$ cat config.mk
export PLATFORM = sky130hd
export DESIGN_NAME = serial_word_tx
export DESIGN_NICKNAME = d
export VERILOG_FILES = /design/src/rtl/serial_word_tx.sv
export SDC_FILE = /design/constraint.sdc
export NUM_CORES = 1
export LEC_CHECK = 0
export BUFFER_PORTS_ARGS = -buffer_cell sky130_fd_sc_hd__buf_2
export CORE_UTILIZATION = 50
export DETAILED_ROUTE_END_ITERATION = 8
export GPL_TIMING_DRIVEN = 0
export MAX_ROUTING_LAYER = met4
export PLACE_DENSITY_LB_ADDON = 0.08
export SYNTH_ARGS = -nofsm -noshare
export SYNTH_HDL_FRONTEND = slang
export SYNTH_SLANG_ARGS = --single-unit
$ cat constraint.sdc
create_clock -name clk -period 2.65 [get_ports clk]
set_input_delay 0.53 -clock clk [delete_from_list [all_inputs] [get_ports clk]]
set_output_delay 0.53 -clock clk [all_outputs]
set_load 0.02 [all_outputs]
$ cat src/rtl/serial_word_tx.sv
// serial_word_tx
//   Parallel-to-serial front end for the serial two's-complement datapath.
//   A WIDTH-bit word is taken over a valid/ready handshake and shifted out
//   one bit per clock, LSB first, with first/last framing strobes. An
//   optional idle gap after each word lets the downstream complementer's
//   registered output drain before the next word starts.
//
// Parameters
//   WIDTH      : bits per word (2..32)
//   GAP_CYCLES : idle cycles after each word's last bit (0..15)
//
// Ports
//   clk       : rising-edge clock
//   reset     : synchronous, active-high reset
//   in_data   : parallel word to serialise
//   in_valid  : in_data is valid
//   in_ready  : block can accept a word this cycle
//   out_bit   : serial data, LSB first
//   out_valid : out_bit carries a word bit this cycle
//   out_first : out_bit is bit 0 of a word
//   out_last  : out_bit is bit WIDTH-1 of a word
//   busy      : block is not idle
module serial_word_tx #(
  parameter int WIDTH      = 8,
  parameter int GAP_CYCLES = 1
) (
  input  logic             clk,
  input  logic             reset,
  input  logic [WIDTH-1:0] in_data,
  input  logic             in_valid,
  output logic             in_ready,
  output logic             out_bit,
  output logic             out_valid,
  output logic             out_first,
  output logic             out_last,
  output logic             busy
);

  localparam int CNT_W = $clog2(WIDTH);
  localparam logic [CNT_W-1:0] CNT_LAST = CNT_W'(WIDTH - 1);
  // Only meaningful when GAP_CYCLES > 0; the GAP state is unreachable otherwise.
  localparam logic [3:0] GAP_LAST = (GAP_CYCLES > 0) ? 4'(GAP_CYCLES - 1) : 4'd0;

  typedef enum logic [1:0] {
    IDLE  = 2'd0,
    SHIFT = 2'd1,
    GAP   = 2'd2
  } state_t;

  state_t           r_state;
  logic [WIDTH-1:0] r_shreg;
  logic [CNT_W-1:0] r_cnt;
  logic [3:0]       r_gcnt;

  logic w_last_bit;
  logic w_ready;
  logic w_xfer;

  assign w_last_bit = (r_state == SHIFT) && (r_cnt == CNT_LAST);

  // With no gap, the last-bit cycle doubles as the accept cycle for the
  // next word so that words stream back to back.
  assign w_ready = !reset &&
                   ((r_state == IDLE) || ((GAP_CYCLES == 0) && w_last_bit));
  assign w_xfer  = in_valid && w_ready;

  always_ff @(posedge clk) begin
    if (reset) begin
      r_state <= IDLE;
      r_shreg <= '0;
      r_cnt   <= '0;
      r_gcnt  <= '0;
    end else begin
      case (r_state)
        IDLE: begin
          if (w_xfer) begin
            r_shreg <= in_data;
            r_cnt   <= '0;
            r_state <= SHIFT;
          end
        end

        SHIFT: begin
          // Zero fill drains the register, so out_bit idles at 0.
          r_shreg <= r_shreg >> 1;
          r_cnt   <= r_cnt + 1'b1;
          if (r_cnt == CNT_LAST) begin
            if (GAP_CYCLES > 0) begin
              r_state <= GAP;
              r_gcnt  <= '0;
            end else if (w_xfer) begin
              r_shreg <= in_data;
              r_cnt   <= '0;
              r_state <= SHIFT;
            end else begin
              r_state <= IDLE;
            end
          end
        end

        GAP: begin
          r_gcnt <= r_gcnt + 1'b1;
          if (r_gcnt == GAP_LAST) begin
            r_state <= IDLE;
          end
        end

        default: r_state <= IDLE;
      endcase
    end
  end

  // All framing outputs decode from flops only; no path from in_data/in_valid.
  assign in_ready  = w_ready;
  assign out_bit   = r_shreg[0];
  assign out_valid = (r_state == SHIFT);
  assign out_first = out_valid && (r_cnt == '0);
  assign out_last  = w_last_bit;
  assign busy      = (r_state != IDLE);

endmodule

### Word level (Yosys, flattened, before mapping)

Index checks and enable logic that the tools add are counted.

* reductions and logical operators: 14
* equality and inequality tests: 6
* add/subtract/negate cells: 2
* multiplexer cells: 10

Operators by type and width (count)
* 8-bit one-hot mux with 2 select lines: 1
* 8-bit 2-to-1 mux: 1
* 4-bit one-hot mux with 2 select lines: 1
* 2-bit 2-to-1 mux: 3
* 2-bit one-hot mux with 3 select lines: 1
* 3-bit one-hot mux with 2 select lines: 1
* 2-bit nonzero test: 3
* 4-bit by 1-bit adder with 4-bit output (second input constant): 1
* 1-bit logical AND: 4
* 4-bit logical NOT: 1
* 4-bit 2-to-1 mux: 1
* 2-bit != test (second input constant): 2
* 2-bit AND reduction: 2
* 3-bit by 1-bit adder with 3-bit output (second input constant): 1
* 3-bit == test (second input constant): 1
* 3-bit logical NOT: 1
* 3-bit 2-to-1 mux: 1
* 3-bit AND reduction: 1
* 2-bit by 1-bit == test with 1-bit output (second input constant): 1
* 2-bit == test (second input constant): 1
* 2-bit logical NOT: 1
* 2-bit by 1-bit != test with 1-bit output (second input constant): 1
* 1-bit logical NOT: 1

* bits in registers: 17

### Logic depth before layout (Yosys ltp)

* depth in word-level cells: 5
* mapped depth: 5

### Worst setup path before layout

No wires, ideal clock.

* path type: reg2out
* from: reg r_state[0]
* to: out out_first
* arrival: 1287 ps
* data required time: 2120 ps
* slack: 833 ps
* path buffers: 1
* stages on the path, launching flop included: 4
* path through: dfxtp_1 > nand2b_1 > buf_1 > nor3b_1

* word-level cells in the longest chain between the ends: 2

Ends and longest elaborated chain
* start: declaration: RTL line 50 `state_t r_state;`
* start signal: assignment: RTL line 69 `r_state <= IDLE;`
* start signal: assignment: RTL line 79 `r_state <= SHIFT;`
* start signal: assignment: RTL line 89 `r_state <= GAP;`
* 2-bit by 1-bit == test with 1-bit output: RTL line 116 `assign out_valid = (r_state == SHIFT);`
* 1-bit logical AND: RTL line 117 `assign out_first = out_valid && (r_cnt == '0);`
* end: declaration: RTL line 34 `output logic out_first,`

Every way passes these cells.

### Worst setup path after layout

Same ends and word-level chain as after synthesis.

==> impl_metrics.env <==
export IMPL_dp_final_hpwl_um=1190
export IMPL_filler_cell_count=154
export IMPL_min_path_type="primary input to register"
export IMPL_postSynthRegisterBits=17
export IMPL_grt_overflow=0
export IMPL_static_leakage_power_nw=0.403
export IMPL_leading_cell_types_in_the_layout_fill_and_taps_excluded="buf_2 (18), dfxtp_1 (17), a21oi_1 (14)"
export IMPL_number_of_levels_the_h_tree_was_split_into=1
export IMPL_num_rows=14
export IMPL_drt_wl_total_um=1710
export IMPL_grt_usage_pct=20.4
export IMPL_globalplace_congestion=0.794
export IMPL_fmax_mhz=475
export IMPL_ys_warn_count=0
export IMPL_timing_slew_headroom_pct=67.6
export IMPL_setup_violations_final=0
export IMPL_mean_number_of_vias_per_cell=5.80
export IMPL_synth_ff_type="dfxtp_1"
export IMPL_vdd_ir_drop_worst_mv=0.349
export IMPL_numPlacedInstances=129
export IMPL_grt_max_degree=11
export IMPL_cts_hold_fix_buffers=0
export IMPL_ys_top_cells_by_area="dfxtp_1 (40%), a21oi_1 (8.2%), ha_1 (7.3%)"
export IMPL_timing_reg2reg_setup_slack_ns=1.27
export IMPL_setup_worst_path_start_class="register"
export IMPL_io_pin_count=17
export IMPL_syn_area_per_cell_sq_um=8.73
export IMPL_netlist_instances=98
export IMPL_clock_insertion_delay_worst_skew_ns=0.28
export IMPL_mostFrequentLayoutCell="buf_2"
export IMPL_insertedDiodeCount=0
export IMPL_holdPathStages=2
export IMPL_timing_critical_path_slowest_stage_cell="dfxtp_1"
export IMPL_initial_core_utilization_pct=54.9
export IMPL_criticalPathCategory="register to output port"
export IMPL_r2r_end="r_shreg[1]$_SDFFE_PP0P_"
export IMPL_ys_async_sr_fraction_pct=0
export IMPL_report_final_hold_viol_count=0
export IMPL_worstPathRequired_ns=2.12
export IMPL_synth_seq_area_share_pct=39.8
export IMPL_setup_tns_final_ns=0
export IMPL_rsz_0062_raised_after_global_routing="no"
export IMPL_reg2regPathDepth=4
export IMPL_p_per_area_nw_per_um2=492
export IMPL_drt_first_iter_violations=17
export IMPL_worstPathCellList="nand2b_1, buf_1, nor3b_1, buf_2"
export IMPL_hold_path_endpoint="r_cnt[0]$_SDFFE_PP0P_"
export IMPL_remaining_drc_errors=4
export IMPL_post_synth_top_area_cell="dfxtp_1"
export IMPL_area_growth_synth_to_final_pct=14.2
export IMPL_number_of_nets_produced_by_synthesis=114
export IMPL_detailedRoute_firstPassIterationCount=6
export IMPL_die_width_um=43.4
export IMPL_placement_setup_worst_slack_ns=0.824
export IMPL_crit_arrival_ns=1.58
export IMPL_final_critical_path_setup_slack_ns=0.543
export IMPL_clock_tree_buffer_depth=2
export IMPL_vias=772
export IMPL_cts_resized_gates=0
export IMPL_crit_path_max_incr_delay_ns=0.44
export IMPL_avgRoutedWirePerCell_um=12.9
export IMPL_timing_critical_path_fanout_max=10
export IMPL_period_minus_slack_ns=2.11
export IMPL_timing_critical_path_to_type="output port"
export IMPL_synthDistinctLibCells=28
export IMPL_grt_first_pass_wirelength_um=2790
export IMPL_dieHeight_um=43.4
export IMPL_grt_antenna_before_repair=0
export IMPL_final_period_utilization_pct=79.5
export IMPL_post_route_cells_drive_above_1_share_pct=23.1
export IMPL_violations="DRC"
export IMPL_cts_setup_buffers=0
export IMPL_timing_rr_start="r_state[0]$_SDFFE_PP0P_"
export IMPL_postRouteAntennaNets=0
export IMPL_transition_time_at_the_pin_with_the_least_slew_margin_ns=0.483
export IMPL_cts_tree="yes"
export IMPL_clkTransAtPathRegs_ns=0.10
export IMPL_buffer_ports_inserted=15
export IMPL_slew_viol_final=0
export IMPL_maxCapViolCount=0
export IMPL_number_of_enable_type_register_cells_in_the_synthesized_netlist=0
export IMPL_top_cell_type_s_share_of_synthesized_area_pct=39.8
export IMPL_core_region_area_sq_um=1560
export IMPL_clock_sinks=17
export IMPL_finalClockSkew_ns=0.00629
export IMPL_grt_pass1_vias=675
export IMPL_fin_nets=134
export IMPL_number_of_cts_inserted_buffers=3
export IMPL_stdcell_count=133
export IMPL_synth_area_sq_um=856
export IMPL_clockRootBuffer="clkbuf_4"
export IMPL_fp_dieArea_sq_um=1880
export IMPL_timing_hold_worst_start="reset"
export IMPL_result_of_the_run="finished, violations left"
## worst max-delay path: cells and delay by family (launching register included)
family                 cells  cell delay, ns
buffers and inverters      2            0.46
flip-flops                 1            0.44
AND/OR/NAND/NOR            2            0.39
## cells in the mapped netlist, types with 2 or more instances
cell and number:
nor2_1 7, nand2b_1 2, nand3_1 9, ha_1 5
a22oi_1 5, buf_6 2, nor3_1 4, a2111oi_0 2
buf_2 3, nand2_1 6, inv_1 7, a21oi_1 14
dfxtp_1 17
## area by class of cell
type                       count  area (sq um)  area share (%)
tap                           16          20.0            2.05
timing repair buffer          15          75.1            7.68
multi-input combinational     67           444            45.5
sequential                    17           340            34.8
clock buffer                   4          26.3            2.69
buffer                         7          45.0            4.61
inverter                       7          26.3            2.69
## worst max path at each step
stage                             from  cells after the start   endpoint  slack, ns
2_1_floorplan  r_state[0]$_SDFFE_PP0P_                      3  out_first       0.83
3_3_place_gp                     reset                      4   in_ready       0.82
3_5_place_dp                     reset                      4   in_ready       0.82
4_1_cts        r_state[0]$_SDFFE_PP0P_                      4  out_first       0.52
5_1_grt        r_state[0]$_SDFFE_PP0P_                      4  out_first       0.39
6_report       r_state[0]$_SDFFE_PP0P_                      4  out_first       0.54
## layer usage
metal / track usage (%) / share of wire [%] / vias to the layer above
met5: - / 0 / -
met4: 5.63 / 0 / 0
met3: 3.75 / 4.8 / 0
met2: 33.6 / 49 / 26
met1: 25.5 / 47 / 356
li1: - / - / 390
## where the power goes
group	switching, mW	leakage, nW	internal (mW)
clock	0.0775	0.0150	0.0584
sequential	0.00638	0.138	0.265
combinational	0.0432	0.250	0.0303
total	0.127	0.403	0.354
## cell families after synthesis
group / Yosys count / share of synthesized area [%]
adder cells (fa/ha/maj): 5 / 7.31
buffers and inverters: 14 / 8.33
AO/OA/AOI/OAI: 26 / 20.3
flip-flops: 17 / 39.8
multiplexers: 1 / 1.17
AND/OR/NAND/NOR: 35 / 23.1
## state kept, by name, indices dropped and copies added, names as in the netlist
signal	count
r_gcnt	4
r_cnt	3
r_shreg	8
r_state	2
## per-stage QoR
stage	power [mW]	hold slack (ns)	utilization (%)	instance area [sq um]
2_1_floorplan	0.328	0.444	-	856
3_3_place_gp	0.350	0.456	61.0	951
3_5_place_dp	0.351	0.459	61.0	951
4_1_cts	0.488	0.443	62.7	977
5_1_grt	0.509	0.449	62.7	977
6_report	0.481	0.451	62.7	977
No activity file was read; power rests on OpenSTA's default activity.
